## src/rtl/gl_commit_ctrl.sv

```systemverilog
// Commit controller: retires up to two graduation-list heads per cycle.
// Serializes stores and CSR ops, turns a faulting head into trap + flush, and counts retirements.
module gl_commit_ctrl #(
  parameter int NUM_ENTRIES = 32,
  parameter int IDX_W       = $clog2(NUM_ENTRIES)
) (
  input  logic             clk_i,
  input  logic             rstn_i,
  input  logic             empty_i,
  input  logic [1:0]       head_valid_i,
  input  logic [1:0]       head_is_store_i,
  input  logic [1:0]       head_is_csr_i,
  input  logic [1:0]       head_ex_valid_i,
  input  logic [IDX_W-1:0] head_index_i,
  input  logic             halt_i,
  output logic             store_commit_valid_o,
  input  logic             store_commit_ready_i,
  output logic             csr_req_o,
  input  logic             csr_ack_i,
  input  logic             csr_ex_i,
  output logic [1:0]       read_head_o,
  output logic             flush_commit_o,
  output logic             trap_o,
  output logic [IDX_W-1:0] trap_index_o,
  output logic [63:0]      retired_cnt_o
);

  typedef enum logic [1:0] {RUN, STORE_WAIT, CSR_WAIT, TRAP} state_t;

  state_t           state_q, state_d;
  logic [IDX_W-1:0] trap_idx_q;
  logic             trap_q;
  logic             latch_idx;
  logic [63:0]      cnt_q;
  logic             slot1_ok;

  assign slot1_ok = head_valid_i[1] & ~head_is_store_i[1] &
                    ~head_is_csr_i[1] & ~head_ex_valid_i[1];

  // Combinational outputs are held low while reset is asserted.
  always_comb begin
    state_d              = state_q;
    read_head_o          = 2'b00;
    store_commit_valid_o = 1'b0;
    csr_req_o            = 1'b0;
    latch_idx            = 1'b0;
    if (rstn_i) begin
      unique case (state_q)
        RUN: begin
          if (empty_i || halt_i || !head_valid_i[0]) begin
            state_d = RUN;
          end else if (head_ex_valid_i[0]) begin
            latch_idx = 1'b1;
            state_d   = TRAP;
          end else if (head_is_store_i[0]) begin
            store_commit_valid_o = 1'b1;
            if (store_commit_ready_i) read_head_o = 2'b01;
            else                      state_d     = STORE_WAIT;
          end else if (head_is_csr_i[0]) begin
            csr_req_o = 1'b1;
            state_d   = CSR_WAIT;
          end else begin
            read_head_o = slot1_ok ? 2'b11 : 2'b01;
          end
        end
        STORE_WAIT: begin
          store_commit_valid_o = 1'b1;
          if (store_commit_ready_i) begin
            read_head_o = 2'b01;
            state_d     = RUN;
          end
        end
        CSR_WAIT: begin
          if (csr_ack_i) begin
            if (csr_ex_i) begin
              latch_idx = 1'b1;
              state_d   = TRAP;
            end else begin
              read_head_o = 2'b01;
              state_d     = RUN;
            end
          end
        end
        TRAP: state_d = RUN;
        default: state_d = RUN;
      endcase
    end
  end

  always_ff @(posedge clk_i or negedge rstn_i) begin
    if (!rstn_i) begin
      state_q    <= RUN;
      trap_q     <= 1'b0;
      trap_idx_q <= '0;
      cnt_q      <= '0;
    end else begin
      state_q <= state_d;
      trap_q  <= (state_d == TRAP);
      if (latch_idx) trap_idx_q <= head_index_i;
      cnt_q <= cnt_q + {63'd0, read_head_o[0]} + {63'd0, read_head_o[1]};
    end
  end

  assign trap_o         = trap_q;
  assign flush_commit_o = trap_q;
  assign trap_index_o   = trap_idx_q;
  assign retired_cnt_o  = cnt_q;

endmodule

```

## config.mk

```make
export PLATFORM = sky130hd
export DESIGN_NAME = gl_commit_ctrl
export DESIGN_NICKNAME = d
export VERILOG_FILES = /design/src/rtl/gl_commit_ctrl.sv
export SDC_FILE = /design/constraint.sdc
export NUM_CORES = 1
export LEC_CHECK = 0
export BUFFER_PORTS_ARGS = -buffer_cell sky130_fd_sc_hd__buf_2
export CORE_UTILIZATION = 45
export CTS_CLUSTER_DIAMETER = 80
export CTS_CLUSTER_SIZE = 20
export DETAILED_ROUTE_END_ITERATION = 12
export PLACE_DENSITY_LB_ADDON = 0.15
export SLEW_MARGIN = 15
export SYNTH_ARGS = -nofsm -noshare
export SYNTH_HDL_FRONTEND = slang
export SYNTH_SLANG_ARGS = --single-unit
```

## constraint.sdc

```tcl
create_clock -name clk_i -period 3.67 [get_ports clk_i]
set_input_delay 0.734 -clock clk_i [delete_from_list [all_inputs] [get_ports clk_i]]
set_output_delay 0.734 -clock clk_i [all_outputs]
set_load 0.005 [all_outputs]
```

==> results of run 1 <==
## power groups by stage
stage          logic [mW]  registers (mW)  clock network [mW]
3_5_place_dp        0.154           0.906                   0
4_1_cts             0.154           0.891               0.665
2_1_floorplan      0.0581           0.906                   0
6_report            0.158           0.894               0.650
3_3_place_gp        0.152           0.905                   0
5_1_grt             0.181           0.902               0.702
## routing by layer
| layer | global-route usage (%) | wire (microns) | vias up |
|---|---|---|---|
| met1 | 28.3 | 3720 | 1372 |
| li1 | - | - | 1383 |
| met2 | 30.8 | 3430 | 80 |
| met3 | 3.70 | 372 | 8 |
| met4 | 8.06 | 79 | 0 |
| met5 | 0 | 0 | - |
## worst min path at each step
| stage | cells past startpoint | start | endpoint |
|---|---|---|---|
| after floorplan | 0 | rstn_i | flush_commit_o$_DFF_PN0_ |
| after global placement | 1 | retired_cnt_o[63]$_DFF_PN0_ | retired_cnt_o[63]$_DFF_PN0_ |
| after detailed placement | 1 | retired_cnt_o[60]$_DFF_PN0_ | retired_cnt_o[60]$_DFF_PN0_ |
| after CTS | 1 | retired_cnt_o[60]$_DFF_PN0_ | retired_cnt_o[60]$_DFF_PN0_ |
| after global routing | 1 | retired_cnt_o[58]$_DFF_PN0_ | retired_cnt_o[58]$_DFF_PN0_ |
| final | 1 | retired_cnt_o[63]$_DFF_PN0_ | retired_cnt_o[63]$_DFF_PN0_ |
## kinds of logic (layout without fill, tap and decap cells)
logic type	Yosys count	after routing	share of synthesized area, %
AND/OR/NAND/NOR	160	160	26.9
buffers and inverters	17	141	2.03
multiplexers	5	5	1.60
adder cells (fa/ha/maj)	2	2	0.926
flip-flops	72	72	51.3
AO/OA/AOI/OAI	11	11	1.85
XOR/XNOR	62	62	15.5
## cell usage in the layout (no fill, tap or decap), types with 4 or more instances in the layout
master / Yosys / layout
and3_1: 9 / 9
nand2_1: 29 / 28
nand3_1: 24 / 24
o21ai_0: 4 / 4
nor4_1: 7 / 7
a21oi_1: 4 / 4
nor2_1: 27 / 25
nand4_1: 25 / 25
xor2_1: 23 / 23
clkbuf_8: 0 / 12
dfrtp_1: 72 / 72
and2_1: 4 / 4
mux2_2: 5 / 5
xnor2_1: 39 / 39
buf_2: 0 / 93
inv_1: 14 / 14
buf_4: 2 / 19
nor3_1: 10 / 9
## per-stage QoR
step,utilization [%],cells
final,60.5,552
after floorplan,-,329
after global routing,60.5,552
after detailed placement,57.0,536
after global placement,57.0,536
after CTS,59.7,551
## final cells by class
cell class / instances / area [sq um] / area share [%]
multi-input combinational: 240 / 1690 / 37.7
clock inverter: 3 / 40.0 / 0.893
sequential: 72 / 1800 / 40.2
clock buffer: 12 / 165 / 3.69
timing repair buffer: 112 / 608 / 13.6
tap: 99 / 124 / 2.76
inverter: 14 / 52.6 / 1.17
## sequential cells by signal, summed over array words and instances, names as in the netlist
register and cells:
flush_commit_o 1, trap_index_o 5, state_q 2, retired_cnt_o 64
## what timing repair did
action,CTS,global route
setup endpoints to repair,0,28
buffers inserted,0,1
hold buffers,0,0
resized for setup,0,11
==> implementation parameters, run 1 <==
Parameter                              Value

Run status
  Result of the run ... completed

Critical path
  Startpoint type of the worst setup path ... primary input
  Library cell appearing most often on the critical path ... nand2_1
  Data arrival time of the worst path ... around 3.8 ns
  CP max FO ... 4
  Instance count on the critical path ... 14
  Type of element capturing the critical path ... register
  Depth of the worst register-to-register path ... 13
  Beginning of the worst register-to-register path ... state_q[1]$_DFF_PN0_
  Slowest-stage cell, CP ... or4b_4
  Critical path capture point ... retired_cnt_o[32]$_DFF_PN0_
  Worst path required time ... 3.90 ns
  Buf+Inv Stages, Crit Path ... 2
  Type of the worst setup path ... in -> reg
  Slack of the worst reg-to-reg path ... 0.20 ns
  Critical R2R Capture ... retired_cnt_o[32]$_DFF_PN0_
  Critical path's top delay family ... simple AND/OR/NAND/NOR gates
  Source of the critical timing path ... halt_i
  Critical path, cell by cell ... buf_2, or4b_4, nor2_4, a21oi_1, o22ai_2, nand2_1, fa_2, inv_1, ha_4, nand2_1, or4_4, nor4_4, nand4_1, xnor2_1
  Max stage delay on crit path ... between 0.5 and 0.6 ns

Detailed routing
  First-pass DRT Iterations ... 5
  Total DRC errors in the routed layout ... 0
  Detailed-route vias per instance ... 5.15
  Average wire per standard cell ... 13.8 microns
  Post-DRT Antenna Nets ... 0
  Routed Wire Length ... 7.60 mm
  Number of violations reported at the end of detailed-routing iteration 0 ... between 100 and 150
  Total number of vias ... between 2000 and 3000

Logic synthesis
  Syn nets ... 351
  Fraction of registers with async set/reset ... 100%
  Sequential share of the synthesized area ... 51.3%
  Most instantiated library cell after synthesis ... dfrtp_1
  Number of different library cells in the post-synthesis netlist ... 38
  Mean post-synth cell area ... ~11 sq um
  Cell type contributing the most total cell area after synthesis ... dfrtp_1
  Synth Flop Type ... dfrtp_1
  Yosys warning total ... 0
  Post-synthesis cell count ... 329
  Synth top area share ... 51.3%
  Mapped Area ... between 0.003 and 0.004 sq mm
  Cell types with the highest counts after synthesis ... dfrtp_1, xnor2_1, nand2_1
  Total of flip-flops plus latches after synthesis ... between 70 and 80
  EDFF count, synth ... 0
  Cell types occupying the most area after synthesis ... dfrtp_1, xnor2_1, xor2_1

Pwr
  Clock network fraction of total power ... 38.2%
  Static leakage ... 2.31 nW
  Ratio of total power to cell area ... 380 mW/mm^2
  Max IR drop VDD ... 161 uV
  Fraction of power spent switching nets ... 24.3%
  Post-layout total power ... ~1.7 mW
  Net load switching power ... 0.414 mW
  Sequential fraction of design power ... 52.5%
  Gate power share ... 9.3%
  Cell internal power dissipation ... 1.29 mW

Clock tree
  Number of clock sinks seen by CTS ... a little over 70
  Master cell of the clock root buffer ... clkbuf_8
  H-Tree Level Count ... 3
  Clock transition at path regs ... 0.07 ns
  CTS tree ... yes
  Total clock buffers created by CTS ... 9
  Longest Clk Path Bufs ... 2
  Clock insertion delay at the later pin of the skew report ... 0.35 ns

Floorplanning
  Floorplan die area ... 0.00817 sq mm
  Number of I/O pins ... 95
  Starting density of the core ... 47.4%
  Die height ... between 90 and 100 microns
  Area of the core region ... 0.00741 sq mm
  Width of the die ... 90.4 microns
  Cell row count ... 31

Timing
  Total Neg Setup Slack ... 0 ns
  Final period util ... 96.8%
  Max-slew headroom at the worst pin ... 38.0%
  Pin slew with the least headroom to its limit ... 0.930 ns
  Count of endpoints failing setup in the final report ... 0
  Final Max Slew Viols ... 0
  Shortest clock period the worst path allows after layout ... 3.55 ns
  Max frequency ... about 280 MHz
  Worst-case clock skew ... 0.00985 ns
  Hold Fails Final Rpt ... 0
  Post-route setup slack ... 0.118 ns
  Post-Route Hold Slack ... around 0.48 ns

Global route
  First-pass GRT wire length ... about 13 mm
  Total Routing Usage GR ... 20.1%
  Number of global-route vias before repair ... about 2800
  Antenna violations before repair ... 0
  Final global-route overflow total ... 0
  Largest net degree at the start of global routing ... 79

Finish
  Layout filler cell count ... 656
  Nets ... approximately 470
  Share of cells above drive strength 1 ... between 30% and 40%
  Area added between synthesis and finish ... 27.5%
  Area of all placed cells without fillers ... approximately 0.0045 sq mm
  Count of antenna diodes in the layout ... 0

Run
  Max capacitance violation total ... 0

Place
  Placed instance area ... roughly 0.0042 sq mm
  Final HPWL DP ... 5.58 mm
  Total of buffers placed on input and output ports ... 94
  Final Wtd Congestion ... 0.792
  Post-Place Setup Slack ... -0.179 ns

Worst hold path
  Classification of the worst-slack hold path ... reg -> reg
(Power assumes the default switching activity.)
==> run 2, diff against run 1 <==
ABC_AREA = 1   (was default)
RECOVER_POWER = 100   (was default)
==> implementation parameters, run 2 <==
Parameter                              Value

Run status
  Result of the run ... completed

Finish
  Area of all placed cells without fillers ... 0.00502 sq mm (+12%)
  Leading cell type in the layout, fill and taps excluded ... nand2_1
  Layout filler cell count ... 936 (+43%)
  Count of antenna diodes in the layout ... 0 (unchanged)
  Area added between synthesis and finish ... 18.0%
  Share of cells above drive strength 1 ... 15.0% (-19 points)
  Commonest cells after routing, fill and taps aside ... nand2_1, nor2_1, dfrtp_1, buf_2, inv_1
  Filler-free cell count of the finished design ... 832 (+51%)
  Util after Layout ... 54.6% (-5.9 points)
  Max reg flops ... 64 (unchanged)
  Area of the multi-input gates ... 0.00220 sq mm (+30%)
  Sequential cell area ... 0.00180 sq mm (unchanged)
  Nets ... 738 (+57%)

Pwr
  Fraction of power spent switching nets ... 25.5% (+1.1 points)
  Post-layout total power ... 1.83 mW (+7.5%)
  Ratio of total power to cell area ... 364 mW/mm^2 (-4.1%)
  Gate power share ... 9.2% (about the same)
  Sequential fraction of design power ... 48.5% (-4.0 points)
  Max IR drop VDD ... 172 uV (+7.3%)
  Static leakage ... 2.20 nW (-5.0%)
  Cell internal power dissipation ... 1.36 mW (+5.9%)
  Clock network fraction of total power ... 42.3% (+4.1 points)
  Net load switching power ... 0.466 mW (+13%)

Clock tree
  Number of gates resized after CTS ... 0 (unchanged)
  Clock transition at path regs ... 0.08 ns (about the same)
  Total clock buffers created by CTS ... 9 (unchanged)
  Clock insertion delay at the later pin of the skew report ... 0.35 ns (about the same)
  CTS tree ... yes
  Longest Clk Path Bufs ... 2 (unchanged)
  H-Tree Level Count ... 3 (unchanged)
  Master cell of the clock root buffer ... clkbuf_8
  Total of hold buffers inserted after clock tree synthesis ... 0 (unchanged)
  Number of setup buffers added after CTS ... 0 (unchanged)
  Number of clock sinks seen by CTS ... 72 (unchanged)

Worst hold path
  Classification of the worst-slack hold path ... reg -> reg
  Worst hold start ... trap_index_o[0]$_DFFE_PN0P_

Floorplanning
  Floorplan die area ... 0.00985 sq mm (+21%)
  Cell row count ... 35 (+13%)
  Area of the core region ... 0.00920 sq mm (+24%)
  Starting density of the core ... 46.3% (-1.1 points)
  Die height ... 99.3 microns (+9.8%)
  Width of the die ... 99.3 microns (+9.8%)
  Number of I/O pins ... 95 (unchanged)

Logic synthesis
  Number of different library cells in the post-synthesis netlist ... 24 (-37%)
  Mapped Area ... 0.00426 sq mm (+21%)
  EDFF count, synth ... 0 (unchanged)
  Cell types with the highest counts after synthesis ... nand2_1, nor2_1, dfrtp_1
  Most instantiated library cell after synthesis ... nand2_1
  Total of flip-flops plus latches after synthesis ... 72 (unchanged)
  Fraction of registers with async set/reset ... 100% (unchanged)
  Syn nets ... 633 (+80%)
  Sequential share of the synthesized area ... 42.3% (-8.9 points)
  Cell type contributing the most total cell area after synthesis ... dfrtp_1
  Post-synthesis cell count ... 611 (+86%)
  Synth Flop Type ... dfrtp_1
  Mean post-synth cell area ... 6.97 sq um (-35%)
  Synth top area share ... 42.3% (-8.9 points)
  Yosys warning total ... 0 (unchanged)
  Cell types occupying the most area after synthesis ... dfrtp_1, nand2_1, nor2_1

Detailed routing
  Total DRC errors in the routed layout ... 0 (unchanged)
  Average wire per standard cell ... 15.3 microns (+11%)
  First-pass DRT Iterations ... 7 (+2)
  Routed Wire Length ... 12.7 mm (+67%)
  Total number of vias ... 4265 (+50%)
  Detailed-route vias per instance ... 5.13 (-0.47%)
  Number of violations reported at the end of detailed-routing iteration 0 ... 209 (+99%)
  Post-DRT Antenna Nets ... 0 (unchanged)

Place
  Final Wtd Congestion ... 0.922 (+17%)
  Final HPWL DP ... 10.2 mm (+83%)
  Placed instance area ... 0.00487 sq mm (+15%)
  Total of buffers placed on input and output ports ... 94 (unchanged)
  Post-Place Setup Slack ... 0.203 ns (+0.382 ns)
  Number of cells in the design after placement ... 816 (+52%)

Global route
  Final global-route overflow total ... 0 (unchanged)
  First-pass GRT wire length ... 20.1 mm (+52%)
  Total Routing Usage GR ... 27.0% (+6.9 points)
  Number of global-route vias before repair ... 3963 (+42%)
  Antenna violations before repair ... 0 (unchanged)
  Largest net degree at the start of global routing ... 83 (+5.1%)

Critical path
  Worst path required time ... 3.90 ns (about the same)
  CP max FO ... 6 (+2)
  Source of the critical timing path ... halt_i
  Type of element capturing the critical path ... register
  Data arrival time of the worst path ... 3.43 ns (-0.35 ns)
  Type of the worst setup path ... in -> reg
  Startpoint type of the worst setup path ... primary input
  Beginning of the worst register-to-register path ... state_q[1]$_DFF_PN0_

Timing
  Hold Fails Final Rpt ... 0 (unchanged)
  Worst-case clock skew ... 0.0105 ns (+0.000649 ns)
  Setup repair after global routing missed its margin ... no
  Count of endpoints failing setup in the final report ... 0 (unchanged)
  Max frequency ... 313 MHz (+11%)
  Post-route setup slack ... 0.479 ns (+0.361 ns)
  Post-Route Hold Slack ... 0.476 ns (-0.00171 ns)
  Max-slew headroom at the worst pin ... 33.4% (-4.7 points)
  Total Neg Setup Slack ... 0 ns (unchanged)
  Shortest clock period the worst path allows after layout ... 3.19 ns (-0.361 ns)
  Final Max Slew Viols ... 0 (unchanged)
  Pin slew with the least headroom to its limit ... 0.999 ns (+0.0698 ns)
  Final period util ... 86.9% (-9.8 points)

Run
  Max capacitance violation total ... 0 (unchanged)
[run 2: changes by cell type after synthesis, moves of 5 or more]
cell,previous run,this run
and3_1,9,0
inv_1,14,50
mux2_2,5,0
nand2_1,29,224
nand2_2,0,14
nand4_1,25,15
nor2_1,27,127
nor2_2,0,11
nor2_4,0,8
nor3_1,10,3
nor4_1,7,0
o21ai_1,0,12
xnor2_1,39,21
xor2_1,23,11
[run 2: per-layer routing]
metal	GRT usage [%]	up-vias	routed length, microns
met2	43.3	140	5870
met3	3.79	17	667
met4	9.39	0	207
li1	-	2102	-
met1	37.6	2006	5980
met5	0	-	0
[run 2: cell families (layout without fill, tap and decap cells)]
| kind of cell | count (synthesis) | after routing | synth area share [%] |
|---|---|---|---|
| and+or+nand+nor | 432 | 432 | 43.0 |
| DFF | 72 | 72 | 42.3 |
| buffers and inverters | 52 | 162 | 4.67 |
| xor gates and xnor gates | 32 | 32 | 6.58 |
| AOI/OAI and AO/OA | 21 | 21 | 2.64 |
| adders and majority gates | 2 | 2 | 0.764 |
[run 2: cell type report]
cell class,instances,area share [%]
Multi-Input combinational cell,487,43.8
Clock inverter,7,2.39
Inverter,50,3.74
Clock buffer,9,2.47
Tap cell,111,2.76
Sequential cell,72,35.9
Timing Repair Buffer,96,8.94
[run 2: power groups by stage]
stage          combinational (mW)  clock [mW]  sequential (mW)
2_1_floorplan              0.0808           0            0.904
3_3_place_gp                0.176           0            0.902
3_5_place_dp                0.180           0            0.903
4_1_cts                     0.180       0.781            0.887
5_1_grt                     0.195       0.826            0.896
6_report                    0.169       0.774            0.888
[run 2: final timing paths]
kind	end	slack, ns	cells past startpoint
setup / recovery	retired_cnt_o[60]$_DFF_PN0_	0.48	15
hold / removal	trap_index_o[0]$_DFFE_PN0P_	0.48	2
setup reg to reg	retired_cnt_o[60]$_DFF_PN0_	0.49	14
hold reg to reg	trap_index_o[0]$_DFFE_PN0P_	0.48	2
max in group asynchronous	retired_cnt_o[24]$_DFF_PN0_	2.30	2
min in group asynchronous	trap_index_o[1]$_DFFE_PN0P_	0.72	2
[run 2: critical path: stages]
cell	delay, ns
buf_2	0.09
nor2_1	0.09
nand2_1	0.08
nor2_1	0.21
nand3_1	0.10
o211ai_1	0.10
nand2_1	0.13
fa_1	0.45
inv_1	0.16
ha_1	0.32
nand3_1	0.18
nor2_1	0.34
nand2_1	0.19
o21ai_0	0.19
nand2_1	0.07
==> run 3, diff against run 2 <==
MAX_ROUTING_LAYER = met4   (was default)
==> implementation parameters, run 3 (synthesis gave the netlist of run 2 again) <==
Parameter                              Value

Finish
  Commonest cells after routing, fill and taps aside ... nand2_1, nor2_1, dfrtp_1, buf_2, inv_1
  Leading cell type in the layout, fill and taps excluded ... nand2_1
  Filler-free cell count of the finished design ... 832 (unchanged)
  Count of antenna diodes in the layout ... 0 (unchanged)
  Area added between synthesis and finish ... 17.5%
  Nets ... 738 (unchanged)
  Area of all placed cells without fillers ... 0.00500 sq mm (-0.45%)
  Max reg flops ... 64 (unchanged)
  Share of cells above drive strength 1 ... 14.6% (-0.42 points)
  Layout filler cell count ... 965 (+3.1%)

Critical path
  Startpoint type of the worst setup path ... primary input
  Depth of the worst register-to-register path ... 16 (+2)
  Type of element capturing the critical path ... register
  Worst path required time ... 3.91 ns (about the same)
  CP max FO ... 6 (unchanged)
  Type of the worst setup path ... in -> reg
  Data arrival time of the worst path ... 3.47 ns (+0.04 ns)

Timing
  Pin slew with the least headroom to its limit ... 1.02 ns (+0.0237 ns)
  Worst-case clock skew ... 0.0105 ns (-0.00000600 ns)
  Final period util ... 88.1% (+1.1 points)
  Total Neg Setup Slack ... 0 ns (unchanged)
  Hold Fails Final Rpt ... 0 (unchanged)
  Count of endpoints failing setup in the final report ... 0 (unchanged)
  Shortest clock period the worst path allows after layout ... 3.23 ns (+0.0421 ns)
  Setup repair after global routing missed its margin ... no
  Max-slew headroom at the worst pin ... 31.8% (-1.6 points)
  Final Max Slew Viols ... 0 (unchanged)
  Max frequency ... 309 MHz (-1.3%)

Clock tree
  Number of clock sinks seen by CTS ... 72 (unchanged)
  Number of setup buffers added after CTS ... 0 (unchanged)
  H-Tree Level Count ... 3 (unchanged)
  CTS tree ... yes
  Clock transition at path regs ... 0.08 ns (about the same)
  Number of gates resized after CTS ... 0 (unchanged)
  Total of hold buffers inserted after clock tree synthesis ... 0 (unchanged)
  Longest Clk Path Bufs ... 2 (unchanged)
  Total clock buffers created by CTS ... 9 (unchanged)
  Master cell of the clock root buffer ... clkbuf_8
  Clock insertion delay at the later pin of the skew report ... 0.36 ns (about the same)

Worst hold path
  Min-Delay Path Depth ... 2 (unchanged)
  Classification of the worst-slack hold path ... reg -> reg

Floorplanning
  Number of I/O pins ... 95 (unchanged)
  Die height ... 99.3 microns (unchanged)
  Starting density of the core ... 46.3% (unchanged)
  Floorplan die area ... 0.00985 sq mm (unchanged)
  Area of the core region ... 0.00920 sq mm (unchanged)
  Cell row count ... 35 (unchanged)
  Width of the die ... 99.3 microns (unchanged)

Global route
  Number of global-route vias before repair ... 3993 (+0.76%)
  Final global-route overflow total ... 0 (unchanged)
  Met1 track utilization from global routing ... 38.9% (+1.3 points)
  Met2 Track Usage GR ... 44.1% (+0.85 points)
  First-pass GRT wire length ... 20.7 mm (+3.0%)
  Largest net degree at the start of global routing ... 83 (unchanged)
  Antenna violations before repair ... 0 (unchanged)
  Global routing's busiest layer ... met2
  Total Routing Usage GR ... 28.8% (+1.8 points)
  Fraction of met3 tracks used by global routing ... 3.79% (unchanged)

Pwr
  Ratio of total power to cell area ... 355 mW/mm^2 (-2.5%)
  Static leakage ... 2.18 nW (-0.88%)
  Max IR drop VDD ... 217 uV (+26%)

Detailed routing
  Routed Wire Length ... 12.9 mm (+1.4%)
  First-pass DRT Iterations ... 5 (-2)
  Average wire per standard cell ... 15.5 microns (+1.4%)
  Detailed-route vias per instance ... 5.08 (-0.94%)
  Post-DRT Antenna Nets ... 0 (unchanged)
  Total DRC errors in the routed layout ... 0 (unchanged)
  Total number of vias ... 4225 (-0.94%)
  Number of violations reported at the end of detailed-routing iteration 0 ... 254 (+22%)

Run status
  Result of the run ... completed

Place
  Number of cells in the design after placement ... 816 (unchanged)
  Total of buffers placed on input and output ports ... 94 (unchanged)
  Placed instance area ... 0.00487 sq mm (unchanged)
  Final Wtd Congestion ... 0.933 (+1.1%)
  Final HPWL DP ... 10.6 mm (+3.3%)

Run
  Max capacitance violation total ... 0 (unchanged)
[run 3: changes by cell type in the layout (fill, tap and decap cells not counted), moves of 2 or more]
cell      change
buf_2         -2
o21ai_1       -2
o21ai_0       +2
inv_6         +2
clkbuf_1      +3
[run 3: worst paths after layout]
| kind | slack (ns) | end | startpoint |
|---|---|---|---|
| max in group asynchronous | 2.25 | retired_cnt_o[35]$_DFF_PN0_ | rstn_i |
| max | 0.44 | retired_cnt_o[58]$_DFF_PN0_ | halt_i |
| min reg2reg | 0.47 | trap_index_o[2]$_DFFE_PN0P_ | trap_index_o[2]$_DFFE_PN0P_ |
| max reg2reg | 0.47 | retired_cnt_o[58]$_DFF_PN0_ | state_q[1]$_DFF_PN0_ |
| min in group asynchronous | 0.74 | trap_index_o[1]$_DFFE_PN0P_ | rstn_i |
| min | 0.47 | trap_index_o[2]$_DFFE_PN0P_ | trap_index_o[2]$_DFFE_PN0P_ |
[run 3: worst max-delay path, cell delays in order]
cell      delay, ns
buf_2          0.09
nor2_1         0.09
nand2_1        0.08
nor2_1         0.22
nand3_1        0.10
o211ai_1       0.11
nand2_1        0.12
fa_1           0.45
inv_1          0.16
ha_1           0.31
inv_1          0.11
nor2_4         0.17
nand2_1        0.18
nor2_4         0.19
nand2_1        0.13
o21ai_1        0.17
nand2_1        0.06
[run 3: cell type report]
class	instances	area, sq um	share of cell area (%)
sequential	72	1800	36.0
clock inverter	7	103	2.05
inverter	50	188	3.75
timing repair buffer	96	447	8.93
multi-input combinational	487	2200	44.0
clock buffer	9	124	2.48
tap	111	139	2.78
[run 3: metal layers]
metal	wire (microns)	vias up
met2	5820	120
met4	310	0
met5	0	-
li1	-	2120
met3	551	26
met1	6220	1959
[run 3: metrics by stage]
stage,hold WS [ns],setup WS [ns],total power [mW],util (%)
after detailed placement,0.453,0.164,1.08,53.0
after floorplan,0.438,0.641,0.985,-
after CTS,0.473,0.544,1.80,55.5
after global routing,0.521,0.158,1.86,54.4
final,0.474,0.437,1.78,54.4
after global placement,0.448,0.291,1.08,53.0
[run 3: power by group]
group / switching, mW / leakage [nW] / internal, mW / total (mW)
registers: 0.0455 / 0.987 / 0.840 / 0.886
clock network: 0.336 / 0.110 / 0.390 / 0.726
logic: 0.0935 / 1.08 / 0.0708 / 0.164
total: 0.475 / 2.18 / 1.30 / 1.78
